--- config.mk ---
export PLATFORM = sky130hd
export DESIGN_NAME = turbo_puncture_packer_flat
export DESIGN_NICKNAME = d
export VERILOG_FILES = /design/src/rtl/turbo_puncture_packer_pkg.sv /design/src/rtl/turbo_puncture_packer_if.sv /design/src/rtl/turbo_byte_fifo.sv /design/src/rtl/turbo_puncture_packer.sv /design/src/flat_wrapper.sv
export SDC_FILE = /design/constraint.sdc
export NUM_CORES = 1
export LEC_CHECK = 0
export ABC_CLOCK_PERIOD_IN_PS = 3700
export CAP_MARGIN = 20
export CORE_ASPECT_RATIO = 1.2
export CORE_MARGIN = 10
export CORE_UTILIZATION = 52
export DETAILED_ROUTE_END_ITERATION = 10
export PLACE_DENSITY = 0.7
export SKIP_LAST_GASP = 1
export SLEW_MARGIN = 30
export SYNTH_ARGS = -nofsm -noshare
export SYNTH_HDL_FRONTEND = slang
export SYNTH_SLANG_ARGS = --single-unit
--- constraint.sdc ---
create_clock -name clk -period 3.7 [get_ports clk]
set_input_delay 0.37 -clock clk [delete_from_list [all_inputs] [get_ports clk]]
set_output_delay 0.37 -clock clk [all_outputs]
set_load 0.01 [all_outputs]
--- src/rtl/turbo_puncture_packer_pkg.sv ---
// Shared definitions for the turbo puncture/packer output stage.
// Holds the rate-mode encodings, the RUN/FLUSH state type, bit widths
// and the {last, data} FIFO entry layout.
package turbo_pkg;

  localparam logic MODE_R13 = 1'b0;
  localparam logic MODE_R12 = 1'b1;

  localparam int TRIPLE_W = 3;
  localparam int BYTE_W   = 8;
  localparam int ACC_W    = 10;
  localparam int CNT_W    = 4;

  typedef enum logic {
    RUN   = 1'b0,
    FLUSH = 1'b1
  } state_e;

  typedef struct packed {
    logic              last;
    logic [BYTE_W-1:0] data;
  } entry_t;

endpackage

--- src/rtl/turbo_puncture_packer_if.sv ---
// Stream bundle for turbo_puncture_packer.
// Input side: one (sys, p1, p2) triple per in_valid/in_ready handshake,
// with in_last marking the end of a frame and mode selecting the rate.
// Output side: packed bytes on out_valid/out_ready with out_last, plus
// the current FIFO occupancy on fifo_level.
// master = stream source/sink (testbench or upstream), slave = the packer.
interface turbo_puncture_packer_if #(
  parameter int FIFO_DEPTH = 4,
  parameter int LVL_W      = $clog2(FIFO_DEPTH) + 1
);
  import turbo_pkg::*;

  logic              mode;
  logic              in_valid;
  logic              in_ready;
  logic              in_sys;
  logic              in_p1;
  logic              in_p2;
  logic              in_last;
  logic              out_valid;
  logic              out_ready;
  logic [BYTE_W-1:0] out_data;
  logic              out_last;
  logic [LVL_W-1:0]  fifo_level;

  modport master (
    output mode, in_valid, in_sys, in_p1, in_p2, in_last, out_ready,
    input  in_ready, out_valid, out_data, out_last, fifo_level
  );

  modport slave (
    input  mode, in_valid, in_sys, in_p1, in_p2, in_last, out_ready,
    output in_ready, out_valid, out_data, out_last, fifo_level
  );

endinterface

--- src/rtl/turbo_byte_fifo.sv ---
// First-word-fall-through synchronous FIFO of {last, data} entries.
// Ports: clk/rst_n (async active-low), push/push_entry write side,
// pop read side (ignored when empty), out_valid/out_entry head of queue
// (forced to zero while empty), level = entries currently held.
// The writer never pushes while full, so no overflow guard is needed.
module turbo_byte_fifo
  import turbo_pkg::*;
#(
  parameter int DEPTH = 4,
  parameter int LVL_W = $clog2(DEPTH) + 1
) (
  input  logic             clk,
  input  logic             rst_n,
  input  logic             push,
  input  entry_t           push_entry,
  input  logic             pop,
  output logic             out_valid,
  output entry_t           out_entry,
  output logic [LVL_W-1:0] level
);

  localparam int PTR_W = $clog2(DEPTH);

  entry_t           mem_q [DEPTH];
  entry_t           mem_d [DEPTH];
  logic [PTR_W-1:0] wr_ptr_q, wr_ptr_d;
  logic [PTR_W-1:0] rd_ptr_q, rd_ptr_d;
  logic [LVL_W-1:0] level_q, level_d;
  logic             do_pop;

  assign out_valid = (level_q != '0);
  assign do_pop    = pop & out_valid;
  assign level     = level_q;
  assign out_entry = out_valid ? mem_q[rd_ptr_q] : '0;

  // Pointer/level update; DEPTH is a power of two so pointers wrap freely.
  always_comb begin
    mem_d    = mem_q;
    wr_ptr_d = wr_ptr_q;
    rd_ptr_d = rd_ptr_q;
    level_d  = level_q;
    if (push) begin
      mem_d[wr_ptr_q] = push_entry;
      wr_ptr_d        = wr_ptr_q + PTR_W'(1);
    end
    if (do_pop) begin
      rd_ptr_d = rd_ptr_q + PTR_W'(1);
    end
    case ({push, do_pop})
      2'b10:   level_d = level_q + LVL_W'(1);
      2'b01:   level_d = level_q - LVL_W'(1);
      default: level_d = level_q;
    endcase
  end

  always_ff @(posedge clk or negedge rst_n) begin
    if (!rst_n) begin
      for (int i = 0; i < DEPTH; i++) mem_q[i] <= '0;
      wr_ptr_q <= '0;
      rd_ptr_q <= '0;
      level_q  <= '0;
    end else begin
      mem_q    <= mem_d;
      wr_ptr_q <= wr_ptr_d;
      rd_ptr_q <= rd_ptr_d;
      level_q  <= level_d;
    end
  end

endmodule

--- src/rtl/turbo_puncture_packer.sv ---
// Output stage behind the turbo encoder: punctures each (sys, p1, p2)
// triple according to the frame rate, packs surviving bits MSB-first into
// bytes and queues them in a FWFT FIFO with a frame-end marker.
// Ports: clk, rst_n (async active-low), bus (slave side of
// turbo_puncture_packer_if: triple input stream, byte output stream,
// fifo_level).
module turbo_puncture_packer
  import turbo_pkg::*;
#(
  parameter int FIFO_DEPTH = 4,
  parameter int LVL_W      = $clog2(FIFO_DEPTH) + 1
) (
  input  logic                   clk,
  input  logic                   rst_n,
  turbo_puncture_packer_if.slave bus
);

  state_e              state_q, state_d;
  logic [ACC_W-1:0]    acc_q, acc_d, acc_ins;
  logic [CNT_W-1:0]    cnt_q, cnt_d, cnt_sum, new_cnt;
  logic                phase_q, phase_d;
  logic                mode_q, mode_d;
  logic                first_q, first_d;
  logic [TRIPLE_W-1:0] new_bits;
  logic                frame_mode, accept, fifo_full, push;
  entry_t              push_entry, head;

  assign fifo_full    = (bus.fifo_level >= LVL_W'(FIFO_DEPTH));
  assign bus.in_ready = (state_q == RUN) && !fifo_full;
  assign accept       = bus.in_valid && bus.in_ready;

  // The rate is taken live from the port only on a frame's first triple.
  assign frame_mode = first_q ? bus.mode : mode_q;

  // Puncture mux: surviving bits left-aligned, unused LSB kept zero.
  always_comb begin
    new_bits = {bus.in_sys, bus.in_p1, bus.in_p2};
    new_cnt  = CNT_W'(3);
    if (frame_mode == MODE_R12) begin
      new_bits = {bus.in_sys, (phase_q ? bus.in_p2 : bus.in_p1), 1'b0};
      new_cnt  = CNT_W'(2);
    end
  end

  // Accumulator keeps the oldest bit at bit ACC_W-1; new bits land just
  // below the valid ones.
  assign acc_ins = acc_q | ({new_bits, {(ACC_W-TRIPLE_W){1'b0}}} >> cnt_q);
  assign cnt_sum = cnt_q + new_cnt;

  // RUN/FLUSH next-state and push generation.
  always_comb begin
    state_d    = state_q;
    acc_d      = acc_q;
    cnt_d      = cnt_q;
    phase_d    = phase_q;
    mode_d     = mode_q;
    first_d    = first_q;
    push       = 1'b0;
    push_entry = '0;
    case (state_q)
      RUN: begin
        if (accept) begin
          mode_d  = frame_mode;
          first_d = 1'b0;
          phase_d = ~phase_q;
          acc_d   = acc_ins;
          cnt_d   = cnt_sum;
          if (cnt_sum >= CNT_W'(BYTE_W)) begin
            push            = 1'b1;
            push_entry.data = acc_ins[ACC_W-1 -: BYTE_W];
            acc_d           = {acc_ins[ACC_W-BYTE_W-1:0], {BYTE_W{1'b0}}};
            cnt_d           = cnt_sum - CNT_W'(BYTE_W);
          end
          if (bus.in_last) begin
            // A frame that ends on a byte boundary closes right here.
            if (cnt_sum == CNT_W'(BYTE_W)) begin
              push_entry.last = 1'b1;
              phase_d         = 1'b0;
              first_d         = 1'b1;
            end else begin
              state_d = FLUSH;
            end
          end
        end
      end
      FLUSH: begin
        if (!fifo_full) begin
          push            = 1'b1;
          push_entry.data = acc_q[ACC_W-1 -: BYTE_W];
          push_entry.last = 1'b1;
          acc_d           = '0;
          cnt_d           = '0;
          phase_d         = 1'b0;
          first_d         = 1'b1;
          state_d         = RUN;
        end
      end
      default: state_d = RUN;
    endcase
  end

  always_ff @(posedge clk or negedge rst_n) begin
    if (!rst_n) begin
      state_q <= RUN;
      acc_q   <= '0;
      cnt_q   <= '0;
      phase_q <= 1'b0;
      mode_q  <= MODE_R13;
      first_q <= 1'b1;
    end else begin
      state_q <= state_d;
      acc_q   <= acc_d;
      cnt_q   <= cnt_d;
      phase_q <= phase_d;
      mode_q  <= mode_d;
      first_q <= first_d;
    end
  end

  turbo_byte_fifo #(
    .DEPTH (FIFO_DEPTH),
    .LVL_W (LVL_W)
  ) u_fifo (
    .clk        (clk),
    .rst_n      (rst_n),
    .push       (push),
    .push_entry (push_entry),
    .pop        (bus.out_ready),
    .out_valid  (bus.out_valid),
    .out_entry  (head),
    .level      (bus.fifo_level)
  );

  assign bus.out_data = head.data;
  assign bus.out_last = head.last;

endmodule

--- src/flat_wrapper.sv ---
// flat-port wrapper written by rule: the top's interface ports become plain ports
module turbo_puncture_packer_flat import turbo_pkg::*;
#(
  parameter int FIFO_DEPTH = 4,
  parameter int LVL_W      = $clog2(FIFO_DEPTH) + 1
)
  (clk, rst_n, bus_mode, bus_in_valid, bus_in_sys, bus_in_p1, bus_in_p2, bus_in_last, bus_out_ready, bus_in_ready, bus_out_valid, bus_out_data, bus_out_last, bus_fifo_level);
  turbo_puncture_packer_if #(.FIFO_DEPTH(FIFO_DEPTH), .LVL_W(LVL_W)) bus_i ();
  input  logic clk;
  input  logic rst_n;
  input wire logic [$bits(bus_i.mode)-1:0] bus_mode;
  input wire logic [$bits(bus_i.in_valid)-1:0] bus_in_valid;
  input wire logic [$bits(bus_i.in_sys)-1:0] bus_in_sys;
  input wire logic [$bits(bus_i.in_p1)-1:0] bus_in_p1;
  input wire logic [$bits(bus_i.in_p2)-1:0] bus_in_p2;
  input wire logic [$bits(bus_i.in_last)-1:0] bus_in_last;
  input wire logic [$bits(bus_i.out_ready)-1:0] bus_out_ready;
  output wire logic [$bits(bus_i.in_ready)-1:0] bus_in_ready;
  output wire logic [$bits(bus_i.out_valid)-1:0] bus_out_valid;
  output wire logic [$bits(bus_i.out_data)-1:0] bus_out_data;
  output wire logic [$bits(bus_i.out_last)-1:0] bus_out_last;
  output wire logic [$bits(bus_i.fifo_level)-1:0] bus_fifo_level;
  assign bus_i.mode = bus_mode;
  assign bus_i.in_valid = bus_in_valid;
  assign bus_i.in_sys = bus_in_sys;
  assign bus_i.in_p1 = bus_in_p1;
  assign bus_i.in_p2 = bus_in_p2;
  assign bus_i.in_last = bus_in_last;
  assign bus_i.out_ready = bus_out_ready;
  assign bus_in_ready = bus_i.in_ready;
  assign bus_out_valid = bus_i.out_valid;
  assign bus_out_data = bus_i.out_data;
  assign bus_out_last = bus_i.out_last;
  assign bus_fifo_level = bus_i.fifo_level;
  turbo_puncture_packer #(.FIFO_DEPTH(FIFO_DEPTH), .LVL_W(LVL_W)) u_core (.clk(clk), .rst_n(rst_n), .bus(bus_i));
endmodule
==> summary.txt, run 1 <==
Cells and area
  • Post-layout util: 62.5%
  • Fraction of layout instances using a drive strength above 1: about 20%
  • Area grow syn2layout: 14.7%
  • Nets: about 310
  • # diodes: 0

Clock network
  • Sink Count: slightly above 60
  • CTS clk-pin slew, worst paths: 70 ps
  • Post-CTS Setup Bufs: 0
  • TritonCTS Buffers: 9
  • Hold-fix buffers, CTS: 0
  • H-tree depth: 3
  • Skew-Pair Late Insertion Delay: approximately 340 ps
  • Bufs on Longest Clock Path: 2
  • Post_cts resized: 0
  • CTS tree: done
  • Clock root cell: clkbuf_8

Critical path
  • CP max FO: 10
  • Worst setup EP type: flip-flop
  • Worst Path Required: ~4000 ps
  • Crit path arrival time: 3240 ps
  • CP Class: flip-flop to flip-flop
  • Crit start category: flip-flop

Global routing
  • Largest net degree at the start of global routing: 35
  • Vias in the first global route: ~2,100
  • First-pass GRT wire length: roughly 11,000 um
  • GRT Overall Usage: approximately 14%
  • Grt ovf: 0
  • Initial antenna violation count: 0

Logic synthesis
  • Distinct cells, synth: between 40 and 50
  • Ys async rst share: between 90% and 100%
  • Post-synth top flop: dfrtp_1
  • Post-Synth Adder-Cell Area: approximately 3.4%
  • Synth warn: 0
  • Compound-cell area share of the yosys netlist: between 10% and 20%
  • Syn Nets: 288
  • Main combinational cell family by area after synthesis: compound AO/OA/AOI/OAI gates
  • XOR/XNOR Fraction of Synth Area: ~2.5%
  • Post-synthesis sequential area ratio: between 40% and 50%
  • Post-synthesis mux area share: around 14%
  • Mean post-synth cell area: 11.5 sq um
  • Post-synthesis cell count: approximately 270
  • Post-synth EDFFs: 0
  • Simple-Gate Fraction of Synth Area: a little over a tenth
  • Synth Cell Area: ~3100 sq um
  • Flops & latches, synth: around 60

Power and ir drop
  • Seq pwr share: 38.0%
  • Lkg Pwr: around 1.6 nW
  • Switch share: a little under two fifths
  • Sw power: approximately 1.2 mW
  • Worst vdd ir: roughly 0.00045 V
  • Clock share of power: 18.8%
  • Gate power share: a little over two fifths
  • Pint: 1.91 mW
  • PwrDens: ~860 nW/um^2

Floorplanning
  • # IOs: 23
  • Core Area: around 5700 sq um
  • Total die area: about 9500 sq um
  • Width of the chip: 90.8 um
  • Die height: around 100 um
  • Starting Density: ~54%
  • # rows: 30

Routing
  • First-pass DRT Iterations: 4
  • Drt initial violations: about 170
  • Number of remaining DRC errors: 0
  • DR WL/cell: approximately 17 um
  • Vias: roughly 2,100
  • DRT Wirelength: approximately 6400 um
  • Via density: between 5 and 6
  • Routed Antenna Nets: 0

Timing
  • Post-layout minimum cycle time: approximately 3000 ps
  • Max Fclk: between 0.3 and 0.4 GHz
  • RSZ-0062 raised after global routing: false
  • Slew Viols, Final: 0
  • Tcrit/Tclk final: roughly four fifths
  • Worst-margin pin slew: 792 ps
  • Count of final hold-check violations: 0
  • Fin Clk Skew: ~9 ps
  • Max-slew headroom: a little under half
  • Setup violations, final: 0
  • Setup TNS: 0 ps
  • Hold_ws: between 100 and 150 ps
  • Worst setup margin: 723 ps

Place
  • GPL Wtd Cong: a little over 0.8
  • Post-Place Worst Slack: between 500 and 600 ps
  • Final HPWL DP: about 4600 um
  • Number of port buffers: 22

Min path
  • Worst min path class: primary input to asynchronous set/reset pin

Run
  • Max cap viols: 0

Outcome
  • Status: finished clean
[cells by family after synthesis]
group,count (synthesis)
xor+xnor,9
fa+ha+maj,8
flops,61
mux,29
buf+inv,28
compound gates,72
simple gates,64
[stage by stage]
stage	cells	power, mW	cell area (sq um)
finish	377	3.07	3590
global route	377	3.29	3590
CTS	377	3.10	3590
detailed placement	361	2.52	3400
global placement	361	2.49	3400
floorplan	271	2.09	3130
[worst max-delay path, stage by stage, from the launching register on]
cell,delay (ps)
dfstp_2,560
mux2i_4,370
ha_1,280
o21ai_4,100
xnor2_1,250
a21oi_1,140
inv_2,160
ha_1,200
inv_1,60
fa_1,370
xor2_1,150
nor2_1,110
xor2_1,160
[cell type report]
cell class | count | area [sq um]
Fill cell | 480 | 2150
Sequential cell | 61 | 1530
Multi-Input combinational cell | 182 | 1480
Timing Repair Buffer | 25 | 238
Clock buffer | 9 | 124
Tap cell | 80 | 100
Clock inverter | 7 | 66.3
Inverter | 13 | 48.8
[final timing paths]
check                                        start                      end  slack [ps]  cells past startpoint
setup / recovery                    u_core.first_q   u_core.u_fifo.level[2]         720                     12
hold / removal                               rst_n            u_core.mode_q         110                      1
setup reg to reg                    u_core.first_q   u_core.u_fifo.level[2]         720                     12
hold reg to reg            u_core.u_fifo.mem_q[35]  u_core.u_fifo.mem_q[35]         480                      2
max in group asynchronous                    rst_n  u_core.u_fifo.mem_q[29]        2730                      2
min in group clk           u_core.u_fifo.mem_q[35]  u_core.u_fifo.mem_q[35]         480                      2
[placed cells by master, fill, tap and decap left out, drive strengths merged, types with 11 or more instances in the layout]
cell	instances
inv	13
mux2	19
dfrtp	60
a31oi	15
nand2	18
nor2	11
a21oi	17
clkdlybuf4s50	21
and2	15
o21ai	17
[sequential cells by signal, indices dropped and copies added (netlist names)]
| name | flops |
|---|---|
| u_core.first_q | 1 |
| u_core.state_q | 1 |
| u_core.mode_q | 1 |
| u_core.phase_q | 1 |
| u_core.acc_q | 10 |
| u_core.u_fifo.mem_q | 36 |
| u_core.cnt_q | 4 |
| u_core.u_fifo.level | 3 |
| u_core.u_fifo.wr_ptr_q | 2 |
| u_core.u_fifo.rd_ptr_q | 2 |
[layer usage]
metal	global-route usage (%)	part of all wire, %	vias up
met1	16.8	44	1022
met3	2.86	4.2	16
met4	7.96	2.8	0
met2	22.5	49	50
met5	0	0	-
li1	-	-	1029
[power groups by stage]
stage	Combinational (mW)	Sequential, mW	Clock, mW
floorplan	1.03	1.06	0
global placement	1.32	1.18	0
detailed placement	1.33	1.19	0
CTS	1.34	1.17	0.586
global route	1.46	1.21	0.615
finish	1.32	1.17	0.577
[synthesized netlist by cell type, types with 7 or more instances]
cell / number / area, sq um
dfrtp_1: 60 / 1500
inv_1: 12 / 45.0
nor2_1: 11 / 41.3
a21oi_1: 17 / 85.1
ha_1: 7 / 87.6
and2_1: 14 / 87.6
nand2_1: 18 / 67.6
a31oi_1: 14 / 87.6
mux4_2: 9 / 203
clkbuf_1: 8 / 30.0
o21ai_0: 12 / 60.1
mux2_2: 18 / 203
No activity file was read; power rests on OpenSTA's default activity.
==> run 2: changes to the inputs <==
--- a/config.mk
+++ b/config.mk
@@ -5,7 +5,7 @@
 export SDC_FILE = /design/constraint.sdc
 export NUM_CORES = 1
 export LEC_CHECK = 0
-export ABC_CLOCK_PERIOD_IN_PS = 3700
+export ABC_CLOCK_PERIOD_IN_PS = 2810
 export CAP_MARGIN = 20
 export CORE_ASPECT_RATIO = 1.2
 export CORE_MARGIN = 10
==> constraint.sdc (replaced) <==
create_clock -name clk -period 2.81 [get_ports clk]
set_input_delay 0.281 -clock clk [delete_from_list [all_inputs] [get_ports clk]]
set_output_delay 0.281 -clock clk [all_outputs]
set_load 0.01 [all_outputs]
==> summary.txt, run 2 (same netlist as run 1, synthesis figures left out) <==
Critical path
  • Worst Path Required: between 3000 and 4000 ps
  • CP max FO: 2
  • Worst setup EP type: flip-flop
  • Crit path arrival time: between 2000 and 3000 ps
  • CP Class: flip-flop to flip-flop
  • Crit start category: flip-flop

Timing
  • Max Fclk: 0.381 GHz
  • Count of final hold-check violations: 0
  • Worst-margin pin slew: 775 ps
  • Fin Clk Skew: between 8 and 9 ps
  • Slew Viols, Final: 0
  • RSZ-0062 raised after global routing: false
  • Tcrit/Tclk final: 93.3%
  • Hold_ws: 15.1 ps
  • Setup TNS: 0 ps
  • Post-layout minimum cycle time: roughly 2600 ps
  • Max-slew headroom: approximately half
  • Setup violations, final: 0

Power and ir drop
  • PwrDens: roughly 1100 nW/um^2
  • Lkg Pwr: about 1.6 nW
  • Worst vdd ir: between 0.0006 and 0.0007 V

Run
  • Max cap viols: 0

Routing
  • Routed length on met1: between 2000 and 3000 um
  • DRT Wirelength: 6750 um
  • Number of remaining DRC errors: 0
  • Via density: ~5.7
  • DR WL/cell: 17.3 um
  • Top Layer Used: met4
  • Routed Antenna Nets: 0
  • Drt initial violations: 92
  • Routed wl met3: between 300 and 400 um
  • Metal2 WL: roughly 3400 um
  • Vias: about 2,200
  • First-pass DRT Iterations: 5

Floorplanning
  • Starting Density: 54.5%
  • Total die area: ~9500 sq um
  • Width of the chip: slightly above 90 um
  • # rows: 30
  • Core Area: approximately 5700 sq um
  • # IOs: 23
  • Die height: roughly 100 um

Cells and area
  • # diodes: 0
  • Max reg flops: 36
  • Non-Filler Instances: 390
  • Nets: approximately 320
  • Largest register by flop count: u_core.u_fifo.mem_q
  • Registers with the most flip-flops: u_core.u_fifo.mem_q (36), u_core.acc_q (10), u_core.cnt_q (4)
  • Most frequent cells in the layout: 60 x dfrtp_1, 21 x clkdlybuf4s50_1, 18 x nand2_1, 18 x mux2_2, 17 x a21oi_1
  • Design area: about 3700 sq um
  • Area grow syn2layout: 17.1%
  • Commonest non-fill, non-tap cell in the layout: dfrtp_1
  • Fraction of layout instances using a drive strength above 1: a little under a quarter

Clock network
  • Sink Count: 61
  • Skew-Pair Late Insertion Delay: roughly 340 ps
  • Post-CTS Setup Bufs: 0
  • CTS clk-pin slew, worst paths: roughly 70 ps
  • H-tree depth: 3
  • CTS tree: done
  • TritonCTS Buffers: 9
  • Clock root cell: clkbuf_8
  • Bufs on Longest Clock Path: 2

Place
  • Post-DP Area: between 3000 and 4000 sq um
  • GPL Wtd Cong: between 0.8 and 0.9
  • Final HPWL DP: around 4800 um
  • # placed instances: 374
  • Number of port buffers: 22

Outcome
  • Status: finished clean

Global routing
  • Vias in the first global route: about 2,400
  • Grt ovf: 0
  • GRT Overall Usage: 14.9%
  • Largest net degree at the start of global routing: 35
  • First-pass GRT wire length: roughly 12,000 um
  • Initial antenna violation count: 0

Min path
  • Worst min path class: primary input to asynchronous set/reset pin
run 2: cell count changes in the layout (fill, tap and decap cells not counted):
cell       delta
clkinv_4      -1
xnor2_1       -1
clkbuf_1      +2
bufinv_16     -1
buf_4        +13
xnor2_2       +1
run 2: power breakdown:
| group | switching [mW] | total (mW) | internal, mW |
|---|---|---|---|
| sequential | 0.297 | 1.51 | 1.21 |
| clock | 0.339 | 0.652 | 0.314 |
| combinational | 0.912 | 1.87 | 0.962 |
run 2: metal layers:
layer	vias to the layer above	track usage (%)
met1	1103	16.6
li1	1054	-
met2	62	25.7
met4	0	8.18
met5	-	0
met3	18	3.51
run 2: final timing paths:
path | start | end | slack [ps] | depth (start not counted)
max | u_core.first_q | u_core.u_fifo.level[2] | 190 | 12
min | rst_n | u_core.acc_q[2] | 20 | 1
max reg2reg | u_core.first_q | u_core.u_fifo.level[2] | 190 | 12
min reg2reg | u_core.u_fifo.mem_q[26] | u_core.u_fifo.mem_q[26] | 480 | 2
max in group asynchronous | rst_n | u_core.u_fifo.mem_q[32] | 2060 | 2
min in group clk | u_core.u_fifo.mem_q[26] | u_core.u_fifo.mem_q[26] | 480 | 2
run 2: metrics by stage:
step                      worst slack, ps  util [%]  power [mW]
after floorplan                       106         -        2.75
after CTS                            93.8      63.6        4.06
final                                 187      63.8        4.04
after global routing                 4.99      63.8        4.36
after detailed placement             29.6      60.9        3.41
after global placement                110      60.9        3.35
run 2: final cells by class:
class / instances / area (sq um)
Clock buffer: 11 / 131
Clock inverter: 5 / 27.5
Fill cell: 476 / 2080
Inverter: 13 / 48.8
Multi-Input combinational cell: 182 / 1490
Sequential cell: 61 / 1530
Tap cell: 80 / 100
Timing Repair Buffer: 38 / 335
run 2: critical path, stage by stage (launching register included):
cell and delay, ps:
dfstp_2 560, mux2i_4 240, ha_1 260, o21ai_4 80, xnor2_2 200, a21oi_1 120
inv_2 70, ha_1 170, inv_1 60, fa_1 370, xor2_1 150, nor2_1 110
xor2_1 160
run 2: repair_timing:
action / in CTS / in global routing
resized for setup: 0 / 1
endpoints found under the setup margin: 0 / 1
endpoints found under the hold margin: 0 / 0
hold buffers: 0 / 0
